[src/rtl/mips_pkg.sv]
// ============================================================================
// Module      : mips_pkg
// Description : Shared funct codes, mul/div FSM state type and helpers for
//               the EX-stage HI/LO unit.
// Revision    : 1.0 - initial release
// ============================================================================
`default_nettype none

package mips_pkg;

  localparam int WIDTH_DEF = 32;

  localparam logic [5:0] FN_MFHI  = 6'h10;
  localparam logic [5:0] FN_MTHI  = 6'h11;
  localparam logic [5:0] FN_MFLO  = 6'h12;
  localparam logic [5:0] FN_MTLO  = 6'h13;
  localparam logic [5:0] FN_MULT  = 6'h18;
  localparam logic [5:0] FN_MULTU = 6'h19;
  localparam logic [5:0] FN_DIV   = 6'h1A;
  localparam logic [5:0] FN_DIVU  = 6'h1B;

  typedef enum logic [1:0] {
    IDLE = 2'd0,
    RUN  = 2'd1,
    FIX  = 2'd2
  } state_e;

  function automatic logic is_muldiv(input logic [5:0] f);
    return (f == FN_MULT) || (f == FN_MULTU) || (f == FN_DIV) || (f == FN_DIVU);
  endfunction

  function automatic logic is_hilo(input logic [5:0] f);
    return (f == FN_MFHI) || (f == FN_MTHI) || (f == FN_MFLO) || (f == FN_MTLO) ||
           is_muldiv(f);
  endfunction

endpackage

`default_nettype wire

[src/rtl/ex_muldiv_unit_if.sv]
// ============================================================================
// Module      : ex_muldiv_unit_if
// Description : ID/EX-side bundle for the HI/LO multiply/divide unit.
// Revision    : 1.0 - initial release
// ============================================================================
`default_nettype none

interface ex_muldiv_unit_if #(
  parameter int WIDTH = mips_pkg::WIDTH_DEF
);
  logic             valid;
  logic [5:0]       funct;
  logic [WIDTH-1:0] opA;
  logic [WIDTH-1:0] opB;
  logic             flush;
  logic             stall;
  logic             busy;
  logic             done;
  logic             div_by_zero;
  logic [WIDTH-1:0] hilo_rd;

  modport master (
    output valid, funct, opA, opB, flush,
    input  stall, busy, done, div_by_zero, hilo_rd
  );

  modport slave (
    input  valid, funct, opA, opB, flush,
    output stall, busy, done, div_by_zero, hilo_rd
  );
endinterface

`default_nettype wire

[src/rtl/muldiv_step.sv]
// ============================================================================
// Module      : muldiv_step
// Description : One radix-2 iteration: shift-add multiply or restoring divide
//               on the {acc, mq} working pair.
// Revision    : 1.0 - initial release
// ============================================================================
`default_nettype none

module muldiv_step #(
  parameter int WIDTH = 32
) (
  input  logic             is_div,
  input  logic [WIDTH-1:0] acc,
  input  logic [WIDTH-1:0] mq,
  input  logic [WIDTH-1:0] opnd,
  output logic [WIDTH-1:0] acc_nx,
  output logic [WIDTH-1:0] mq_nx
);

  logic [WIDTH:0] sum;
  logic [WIDTH:0] shifted;
  logic [WIDTH:0] diff;

  always_comb begin
    sum     = {1'b0, acc} + (mq[0] ? {1'b0, opnd} : '0);
    shifted = {acc, mq[WIDTH-1]};
    // remainder < divisor keeps a non-borrowing diff below 2**WIDTH
    diff    = shifted - {1'b0, opnd};
    if (is_div) begin
      acc_nx = diff[WIDTH] ? shifted[WIDTH-1:0] : diff[WIDTH-1:0];
      mq_nx  = {mq[WIDTH-2:0], ~diff[WIDTH]};
    end else begin
      acc_nx = sum[WIDTH:1];
      mq_nx  = {sum[0], mq[WIDTH-1:1]};
    end
  end

endmodule

`default_nettype wire

[src/rtl/ex_muldiv_unit.sv]
// ============================================================================
// Module      : ex_muldiv_unit
// Description : Iterative MULT/MULTU/DIV/DIVU into HI/LO plus MFHI/MFLO/MTHI/
//               MTLO; stalls ID/EX while busy. MULDIV_FAST_MULT_EN selects a
//               single-cycle registered multiplier for MULT/MULTU.
// Revision    : 1.0 - initial release
// ============================================================================
`default_nettype none

module ex_muldiv_unit
  import mips_pkg::*;
#(
  parameter int WIDTH = WIDTH_DEF,
  parameter int CNT_W = 6
) (
  input  logic               Clk,
  input  logic               Rst_n,
  ex_muldiv_unit_if.slave    bus
);

  state_e             state_q, state_d;
  logic [CNT_W-1:0]   cnt_q, cnt_d;
  logic [WIDTH-1:0]   acc_q, acc_d, mq_q, mq_d, opnd_q, opnd_d;
  logic [WIDTH-1:0]   hi_q, hi_d, lo_q, lo_d;
  logic               is_div_q, is_div_d, neg_res_q, neg_res_d;
  logic               neg_rem_q, neg_rem_d, dz_q, dz_d;
  logic               done_q, done_d, dbz_q, dbz_d;

  logic [WIDTH-1:0]   acc_nx, mq_nx, a_abs, b_abs, quo_fix, rem_fix;
  logic [2*WIDTH-1:0] prod_raw, prod_fix;
  logic               sgn_op, sa, sb, busy;

  muldiv_step #(.WIDTH(WIDTH)) u_step (
    .is_div (is_div_q),
    .acc    (acc_q),
    .mq     (mq_q),
    .opnd   (opnd_q),
    .acc_nx (acc_nx),
    .mq_nx  (mq_nx)
  );

`ifdef MULDIV_FAST_MULT_EN
  assign prod_raw = (2*WIDTH)'(mq_q) * (2*WIDTH)'(opnd_q);
`else
  assign prod_raw = {acc_q, mq_q};
`endif

  assign sgn_op   = (bus.funct == FN_MULT) || (bus.funct == FN_DIV);
  assign sa       = sgn_op & bus.opA[WIDTH-1];
  assign sb       = sgn_op & bus.opB[WIDTH-1];
  assign a_abs    = sa ? -bus.opA : bus.opA;
  assign b_abs    = sb ? -bus.opB : bus.opB;
  assign prod_fix = neg_res_q ? -prod_raw : prod_raw;
  assign quo_fix  = dz_q ? '1 : (neg_res_q ? -mq_q : mq_q);
  assign rem_fix  = neg_rem_q ? -acc_q : acc_q;

  assign busy             = (state_q != IDLE);
  assign bus.busy         = busy;
  assign bus.stall        = bus.valid & busy & is_hilo(bus.funct);
  assign bus.done         = done_q;
  assign bus.div_by_zero  = dbz_q;
  assign bus.hilo_rd      = (bus.valid && !bus.stall && bus.funct == FN_MFHI) ? hi_q :
                            (bus.valid && !bus.stall && bus.funct == FN_MFLO) ? lo_q : '0;

  always_comb begin
    state_d   = state_q;
    cnt_d     = cnt_q;
    acc_d     = acc_q;
    mq_d      = mq_q;
    opnd_d    = opnd_q;
    hi_d      = hi_q;
    lo_d      = lo_q;
    is_div_d  = is_div_q;
    neg_res_d = neg_res_q;
    neg_rem_d = neg_rem_q;
    dz_d      = dz_q;
    done_d    = 1'b0;
    dbz_d     = 1'b0;
    unique case (state_q)
      IDLE: begin
        if (bus.valid && !bus.flush) begin
          if (is_muldiv(bus.funct)) begin
            acc_d     = '0;
            mq_d      = a_abs;
            opnd_d    = b_abs;
            is_div_d  = (bus.funct == FN_DIV) || (bus.funct == FN_DIVU);
            neg_res_d = sa ^ sb;
            neg_rem_d = sa;
            dz_d      = (bus.opB == '0);
            cnt_d     = '0;
            state_d   = RUN;
`ifdef MULDIV_FAST_MULT_EN
            if (!is_div_d) state_d = FIX;
`endif
          end else if (bus.funct == FN_MTHI) begin
            hi_d = bus.opA;
          end else if (bus.funct == FN_MTLO) begin
            lo_d = bus.opA;
          end
        end
      end
      RUN: begin
        if (bus.flush) begin
          state_d = IDLE;
        end else begin
          acc_d = acc_nx;
          mq_d  = mq_nx;
          cnt_d = cnt_q + 1'b1;
          if (cnt_q == CNT_W'(WIDTH-1)) state_d = FIX;
        end
      end
      FIX: begin
        state_d = IDLE;
        if (!bus.flush) begin
          done_d = 1'b1;
          if (is_div_q) begin
            hi_d  = rem_fix;
            lo_d  = quo_fix;
            dbz_d = dz_q;
          end else begin
            hi_d = prod_fix[2*WIDTH-1:WIDTH];
            lo_d = prod_fix[WIDTH-1:0];
          end
        end
      end
      default: state_d = IDLE;
    endcase
  end

  always_ff @(posedge Clk) begin
    if (!Rst_n) begin
      state_q   <= IDLE;
      cnt_q     <= '0;
      acc_q     <= '0;
      mq_q      <= '0;
      opnd_q    <= '0;
      hi_q      <= '0;
      lo_q      <= '0;
      is_div_q  <= 1'b0;
      neg_res_q <= 1'b0;
      neg_rem_q <= 1'b0;
      dz_q      <= 1'b0;
      done_q    <= 1'b0;
      dbz_q     <= 1'b0;
    end else begin
      state_q   <= state_d;
      cnt_q     <= cnt_d;
      acc_q     <= acc_d;
      mq_q      <= mq_d;
      opnd_q    <= opnd_d;
      hi_q      <= hi_d;
      lo_q      <= lo_d;
      is_div_q  <= is_div_d;
      neg_res_q <= neg_res_d;
      neg_rem_q <= neg_rem_d;
      dz_q      <= dz_d;
      done_q    <= done_d;
      dbz_q     <= dbz_d;
    end
  end

endmodule

`default_nettype wire

[src/flat_wrapper.sv]
// flat-port wrapper written by rule: the top's interface ports become plain ports
module ex_muldiv_unit_flat import mips_pkg::*;
#(
  parameter int WIDTH = WIDTH_DEF,
  parameter int CNT_W = 6
)
  (Clk, Rst_n, bus_valid, bus_funct, bus_opA, bus_opB, bus_flush, bus_stall, bus_busy, bus_done, bus_div_by_zero, bus_hilo_rd);
  ex_muldiv_unit_if #(.WIDTH(WIDTH)) bus_i ();
  input  logic Clk;
  input  logic Rst_n;
  input wire logic [$bits(bus_i.valid)-1:0] bus_valid;
  input wire logic [$bits(bus_i.funct)-1:0] bus_funct;
  input wire logic [$bits(bus_i.opA)-1:0] bus_opA;
  input wire logic [$bits(bus_i.opB)-1:0] bus_opB;
  input wire logic [$bits(bus_i.flush)-1:0] bus_flush;
  output wire logic [$bits(bus_i.stall)-1:0] bus_stall;
  output wire logic [$bits(bus_i.busy)-1:0] bus_busy;
  output wire logic [$bits(bus_i.done)-1:0] bus_done;
  output wire logic [$bits(bus_i.div_by_zero)-1:0] bus_div_by_zero;
  output wire logic [$bits(bus_i.hilo_rd)-1:0] bus_hilo_rd;
  assign bus_i.valid = bus_valid;
  assign bus_i.funct = bus_funct;
  assign bus_i.opA = bus_opA;
  assign bus_i.opB = bus_opB;
  assign bus_i.flush = bus_flush;
  assign bus_stall = bus_i.stall;
  assign bus_busy = bus_i.busy;
  assign bus_done = bus_i.done;
  assign bus_div_by_zero = bus_i.div_by_zero;
  assign bus_hilo_rd = bus_i.hilo_rd;
  ex_muldiv_unit #(.WIDTH(WIDTH), .CNT_W(CNT_W)) u_core (.Clk(Clk), .Rst_n(Rst_n), .bus(bus_i));
endmodule
[config.mk]
export PLATFORM = sky130hd
export DESIGN_NAME = ex_muldiv_unit_flat
export DESIGN_NICKNAME = d
export VERILOG_FILES = /design/src/rtl/mips_pkg.sv /design/src/rtl/ex_muldiv_unit_if.sv /design/src/rtl/muldiv_step.sv /design/src/rtl/ex_muldiv_unit.sv /design/src/flat_wrapper.sv
export SDC_FILE = /design/constraint.sdc
export NUM_CORES = 1
export LEC_CHECK = 0
export BUFFER_PORTS_ARGS = -buffer_cell sky130_fd_sc_hd__buf_2
export CELL_PAD_IN_SITES_DETAIL_PLACEMENT = 1
export CELL_PAD_IN_SITES_GLOBAL_PLACEMENT = 2
export CORE_ASPECT_RATIO = 1.4
export CORE_UTILIZATION = 39
export DETAILED_ROUTE_END_ITERATION = 16
export PLACE_DENSITY = 0.92
export SLEW_MARGIN = 20
export SYNTH_ARGS = -nofsm -noshare
export SYNTH_HDL_FRONTEND = slang
export SYNTH_SLANG_ARGS = --single-unit
[constraint.sdc]
create_clock -name Clk -period 8.3 [get_ports Clk]
set_input_delay 0.415 -clock Clk [delete_from_list [all_inputs] [get_ports Clk]]
set_output_delay 0.415 -clock Clk [all_outputs]
set_load 0.01 [all_outputs]
==> metrics.yaml, run 1 <==
outcome:
  status: "finished with violations"
  violations: "DRC"
global_routing:
  grt_max_degree: 89
  grt_pass1_vias: 15438
  gr-usage-all-layers: 0.3097
  grt_pass1_wl_mm: 89.31
  grt_overflow: 0
  antenna_found_initial: 2
finish:
  area_delta_synth_final_pct: 10.08
  drive_above_1_share: 0.09969
  fin_nets: 2098
critical_path:
  r2r_slack_ns: 3.54
  reg2regPathDepth: 14
  critical_path_required_ns: 8.69
  worst-setup-path-type: "flip-flop to flip-flop"
  r2r-start: "u_core.mq_q[31]"
  critPathArrivalTime_ns: 5.15
  crit_path_start_kind: "flip-flop"
  crit_start: "u_core.mq_q[31]"
  endpoint_kind: "flip-flop"
  reg2reg_to: "u_core.acc_q[19]"
  critPathMaxFanout: 13
floorplanning:
  start_util: 0.3948
  die_area_sq_mm: 0.03790
  die_h_um: 229.9
  chipWidth_um: 164.8
  std_cell_rows: 83
  num_io_pins: 110
  core-area_sq_mm: 0.03666
logic_synthesis:
  ys.warnings.count: 0
  synth.avg_cell_area_sq_um: 7.519
  synth_top_area_share: 0.2407
  yosysMostFrequentCell: "nand2_1"
  ys.flop_type: "dfxtp_1"
  netlist_area_sq_mm: 0.01447
  ys_top_cells_by_count: "nand2_1 (202), dfxtp_1 (174), nor2_1 (166), a21oi_1 (144), o21ai_0 (143)"
  syn_nets: 2070
  synth_area_leaders: "dfxtp_1 (24%), ha_1 (6.0%), xnor2_1 (5.5%), nand2_1 (5.2%), mux2i_1 (5.0%)"
  yosys.area.top_type: "dfxtp_1"
  synth.lib_cells_used.distinct: 72
  seq_area_frac_synth: 0.2407
  synth-seq-cells: 174
  synth_cells: 1925
  async_reset_ff_frac: 0
  synth_enable_flop_cells: 0
timing:
  finalSetupViolCount: 0
  fin_crit_sh: 0.5738
  finalMaxSlewViolations: 0
  rsz0062_at_grt: "no"
  period_needed_ns: 4.762
  hold_violations: 0
  slew_headroom: 0.2202
  finalSetupTns_ns: 0
  max_clock_freq_mhz: 210.0
  worst_pin_slew_ns: 1.170
  hold_slack_ns: 0.2697
  skew_ns: 0.01317
cts:
  cts_max_path_buffers: 2
  clkLatencyLatePin_ns: 0.47
  htree_levels: 4
  post_cts_buffers: 0
  clock_sinks: 174
  cts_buffers: 17
  path_clk_slew_ns: 0.08
  hold_buffers: 0
  root_buffer: "clkbuf_16"
  cts_tree: "built"
  post_cts_resized: 0
worst_hold_path:
  whs_path_depth: 3
  hold_path_class: "input port to flip-flop"
  holdCritStartpoint: "bus_opB[31]"
  whs_endpoint: "u_core.opnd_q[31]"
routing:
  drt-pass1-iter-count: 11
  routed_wirelength_mm: 58.16
  drc: 2
  ant_nets: 0
  via_count: 15184
  drtIter0Drc: 1067
  viasPerCell: 6.238
  detail_route.wl_per_cell_um: 23.89
power_and_ir_drop:
  power_density_mw_per_mm2: 121.8
  leakage_uw: 0.006775
  ir_drop_mv: 0.1209
  finalPower_uw: 1941
place:
  routabilityCongestion: 0.9392
  numPortBuffers: 109
  dp_hpwl_mm: 43.41
job:
  maxCapViolations: 0
==> cell families (layout without fill, tap and decap cells) <==
logic type | after synthesis | count (layout) | share of synthesized area
and+or+nand+nor | 631 | 631 | 0.2079
AOI/OAI and AO/OA | 621 | 621 | 0.2859
buffers and inverters | 183 | 224 | 0.04806
DFF | 174 | 174 | 0.2407
xor gates and xnor gates | 169 | 169 | 0.1023
muxes | 76 | 76 | 0.05282
adders and majority gates | 71 | 71 | 0.06241
other | 0 | 1 | 0
==> sequential cells by signal, indices dropped and copies added, names as in the netlist <==
signal	count
u_core.bus.done	1
u_core.lo_q	32
u_core.bus.div_by_zero	1
u_core.neg_rem_q	1
u_core.state_q	2
u_core.mq_q	32
u_core.hi_q	32
u_core.acc_q	32
u_core.cnt_q	6
u_core.neg_res_q	1
u_core.is_div_q	1
u_core.opnd_q	32
u_core.dz_q	1
==> critical path: stages (launching register included) <==
cell	delay [ns]
dfxtp_1	0.38
inv_1	0.11
ha_1	0.23
fa_1	0.41
nand2b_1	0.20
a211oi_1	0.37
o311a_1	0.26
a41oi_1	0.21
o31ai_2	0.54
a21oi_1	0.24
o211ai_1	0.83
buf_4	0.35
nand2_1	0.08
a311o_1	0.30
a21boi_0	0.17
==> metrics by stage <==
| step | utilization | instance area [sq um] | std cells | setup slack (ns) |
|---|---|---|---|---|
| finish | 0.4346 | 15930 | 2434 | 3.538 |
| global route | 0.4346 | 15930 | 2433 | 3.164 |
| CTS | 0.4346 | 15930 | 2433 | 3.593 |
| detailed placement | 0.4190 | 15360 | 2401 | 3.678 |
| global placement | 0.4190 | 15360 | 2401 | 3.822 |
| floorplan | - | 14470 | 1925 | 4.920 |
==> power by group <==
group | internal (uW) | switching (uW) | total, uW | leakage [uW]
clock network | 427 | 393 | 820 | 0.000279
registers | 839 | 5.72 | 845 | 0.00140
logic | 98.9 | 177 | 276 | 0.00509
==> final cells by class <==
class | count | area [sq um]
clock inverters | 14 | 132.6
multi-input cells | 1568 | 10320
well taps | 467 | 584.3
diodes | 1 | 2.502
clock buffers | 18 | 439.2
fillers | 4624 | 20730
inverters | 55 | 206.4
flip-flops and latches | 174 | 3485
repair buffers | 137 | 758.2
==> routing by layer <==
layer | vias to the layer above | GRT usage | share of wire
li1 | 7027 | - | -
met1 | 7487 | 0.3212 | 0.37
met2 | 461 | 0.5508 | 0.51
met3 | 207 | 0.05664 | 0.048
met4 | 2 | 0.2225 | 0.074
met5 | - | 0 | 0.00017
==> worst max-delay path by stage <==
stage / end / slack (ns) / depth (start not counted)
after floorplan: u_core.acc_q[31] / 4.92 / 14
after global placement: u_core.acc_q[19] / 3.82 / 14
after detailed placement: u_core.acc_q[19] / 3.68 / 14
after CTS: u_core.acc_q[19] / 3.59 / 14
after global routing: u_core.acc_q[19] / 3.16 / 14
final: u_core.acc_q[19] / 3.54 / 14
==> cells in the final DEF (no fill, tap or decap), drive strengths merged, types with 15 or more instances in the layout <==
master,Yosys,layout
a211oi,38,38
a21boi,37,37
a21o,44,44
a21oi,144,144
a31oi,20,20
buf,13,137
clkbuf,115,18
dfxtp,174,174
ha,69,69
inv,54,59
mux2i,73,73
nand2,202,202
nand2b,23,23
nand3,52,52
nor2,166,166
nor2b,45,45
nor3,36,36
o211a,38,38
o211ai,23,23
o21ai,145,145
o221ai,27,27
o31ai,29,29
or3,30,30
or4,15,15
xnor2,91,91
xor2,78,78
No activity file was read; power rests on OpenSTA's default activity.
==> run 2: changes to the inputs <==
--- a/config.mk
+++ b/config.mk
@@ -9,9 +9,9 @@
 export CELL_PAD_IN_SITES_DETAIL_PLACEMENT = 1
 export CELL_PAD_IN_SITES_GLOBAL_PLACEMENT = 2
 export CORE_ASPECT_RATIO = 1.4
-export CORE_UTILIZATION = 39
+export CORE_UTILIZATION = 33
 export DETAILED_ROUTE_END_ITERATION = 16
-export PLACE_DENSITY = 0.92
+export PLACE_DENSITY = 0.83
 export SLEW_MARGIN = 20
 export SYNTH_ARGS = -nofsm -noshare
 export SYNTH_HDL_FRONTEND = slang
==> constraint.sdc (replaced) <==
create_clock -name Clk -period 4.03 [get_ports Clk]
set_input_delay 0.2015 -clock Clk [delete_from_list [all_inputs] [get_ports Clk]]
set_output_delay 0.2015 -clock Clk [all_outputs]
set_load 0.01 [all_outputs]
==> metrics.yaml, run 2 (synthesis results as in run 1) <==
power_and_ir_drop:
  net-switching-power_uw: 1249  # was 576.2 uW
  seqPwrFrac: 0.419  # was 0.435
  finalPower_uw: 4146  # was 1941 uW
  comb_power_share: 0.140  # was 0.142
  p_int_uw: 2897  # was 1364 uW
  switching_share: 0.3012  # was 0.2969
  leakage_uw: 0.007022  # was 0.006775 uW
  pwr-share-clk: 0.440  # was 0.423
  power_density_mw_per_mm2: 252.2  # was 121.8 mW/mm^2
  ir_drop_mv: 0.3581  # was 0.1209 mV
timing:
  finalMaxSlewViolations: 0  # unchanged
  max_clock_freq_mhz: 259.8  # was 210.0 MHz
  hold_violations: 0  # unchanged
  finalSetupViolCount: 0  # unchanged
  period_needed_ns: 3.849  # was 4.762 ns
  fin_crit_sh: 0.9550  # was 0.5738
  slew_headroom: 0.1932  # was 0.2202
  worst_pin_slew_ns: 1.210  # was 1.170 ns
  finalSetupTns_ns: 0  # unchanged
  rsz0062_at_grt: "no"  # unchanged
  skew_ns: 0.01520  # was 0.01317 ns
routing:
  viasPerCell: 5.934  # was 6.238
  drc: 0  # was 2
  routed_wirelength_mm: 59.92  # was 58.16 mm
  ant_nets: 0  # unchanged
  drt-pass1-iter-count: 5  # was 11
  drtIter0Drc: 1001  # was 1,067
  detail_route.wl_per_cell_um: 23.39  # was 23.89 um
  via_count: 15202  # was 15,184
critical_path:
  critPathArrivalTime_ns: 4.25  # was 5.15 ns
  crit_path_start_kind: "flip-flop"  # unchanged
  critPathMaxFanout: 4  # was 13
  endpoint_kind: "flip-flop"  # unchanged
  crit_start: "u_core.mq_q[0]"  # was u_core.mq_q[31]
  r2r-start: "u_core.mq_q[0]"  # was u_core.mq_q[31]
  critical_path_required_ns: 4.43  # was 8.69 ns
  worst-setup-path-type: "flip-flop to flip-flop"  # unchanged
finish:
  drive_above_1_share: 0.1195  # was 0.09969
  layout_common_cells: "nand2_1 (202), dfxtp_1 (173), nor2_1 (165)"  # unchanged
  mostFrequentLayoutCell: "nand2_1"  # unchanged
  finish.utilization: 0.3813  # was 0.4346
  area_delta_synth_final_pct: 13.61  # was 10.08%
  fin_nets: 2141  # was 2,098
place:
  routabilityCongestion: 0.9431  # was 0.9392
  numPortBuffers: 109  # unchanged
  dp_hpwl_mm: 46.30  # was 43.41 mm
cts:
  clkLatencyLatePin_ns: 0.49  # was 0.47 ns
  cts_buffers: 17  # unchanged
  cts_max_path_buffers: 2  # unchanged
  post_cts_buffers: 0  # unchanged
  clock_sinks: 174  # unchanged
  htree_levels: 4  # unchanged
  cts_tree: "built"  # unchanged
  root_buffer: "clkbuf_16"  # unchanged
  path_clk_slew_ns: 0.08  # about the same
global_routing:
  gr-usage-all-layers: 0.2709  # was 0.3097
  grt_pass1_wl_mm: 91.54  # was 89.31 mm
  grt_pass1_vias: 15593  # was 15,438
  grt_overflow: 0  # unchanged
  grt_max_degree: 74  # was 89
  antenna_found_initial: 0  # was 2
floorplanning:
  core-area_sq_mm: 0.04313  # was 0.03666 sq mm
  chipWidth_um: 179  # was 164.8 um
  std_cell_rows: 90  # was 83
  die_h_um: 249.8  # was 229.9 um
  num_io_pins: 110  # unchanged
  die_area_sq_mm: 0.04471  # was 0.03790 sq mm
  start_util: 0.3356  # was 0.3948
worst_hold_path:
  hold_path_class: "input port to flip-flop"  # unchanged
  holdCritStartpoint: "bus_opA[6]"  # was bus_opB[31]
outcome:
  status: "finished, final reports clean"  # was finished with violations
job:
  maxCapViolations: 0  # unchanged
run 2: cell types whose count changed in the layout (fill, tap and decap cells not counted), moves of 2 or more:
cell | before | now
buf_4 | 29 | 70
inv_8 | 1 | 5
clkinv_2 | 3 | 0
buf_12 | 0 | 2
clkinv_4 | 3 | 1
run 2: worst max-delay path: stages (launching register included):
cell and delay (ns):
dfxtp_1 0.49, buf_4 0.19, and2_1 0.12, ha_1 0.19, inv_1 0.07, fa_1 0.40, nor2b_1 0.18, o31a_1 0.20
o21ai_0 0.13, a2111oi_1 0.38, buf_4 0.22, nor3_1 0.05, buf_4 0.17, o21bai_1 0.19, xor2_1 0.18, nor2_1 0.06
a311o_1 0.34, a21boi_0 0.19
run 2: final timing paths:
check	slack, ns	cells after the start	end
setup / recovery	0.18	17	u_core.acc_q[19]
hold / removal	0.03	3	u_core.hi_q[6]
setup reg to reg	0.18	17	u_core.acc_q[19]
hold reg to reg	0.46	2	u_core.lo_q[19]
run 2: cell type report:
class                      instances  area [sq um]
multi-input combinational       1568         10330
fill                            5391         26690
sequential                       174          3485
tap                              552         690.7
antenna                            1         2.502
clock buffer                      17         425.4
timing repair buffer             180          1106
clock inverter                    15         192.7
inverter                          55         206.4
run 2: what timing repair did:
action                                  CTS  global route
hold buffers                              0             0
resized for setup                         0             3
endpoints found under the setup margin    0             2
run 2: per-layer routing:
layer | vias to the layer above | wire length (um) | track usage
met3 | 188 | 2602 | 0.04723
met2 | 426 | 30810 | 0.4889
met5 | - | 0 | 0
met1 | 7474 | 22310 | 0.2779
li1 | 7114 | - | -
met4 | 0 | 4201 | 0.1879
run 2: through the flow:
step                      worst slack (ns)  area [sq um]  hold WS [ns]  cells
after CTS                           0.1740         16430       0.02379   2561
after detailed placement            0.1990         15810        0.4575   2529
after global placement              0.3382         15810        0.4511   2529
after floorplan                     0.6502         14470        0.3489   1925
after global routing              0.004398         16440       0.03736   2561
final                               0.1813         16440       0.03411   2562
run 2: power by group through the flow:
stage	sequential [uW]	clock [uW]	combinational [uW]
2_1_floorplan	1770	0	360
3_3_place_gp	1780	0	561
3_5_place_dp	1780	0	573
4_1_cts	1740	1850	576
5_1_grt	1740	1920	630
6_report	1740	1830	581
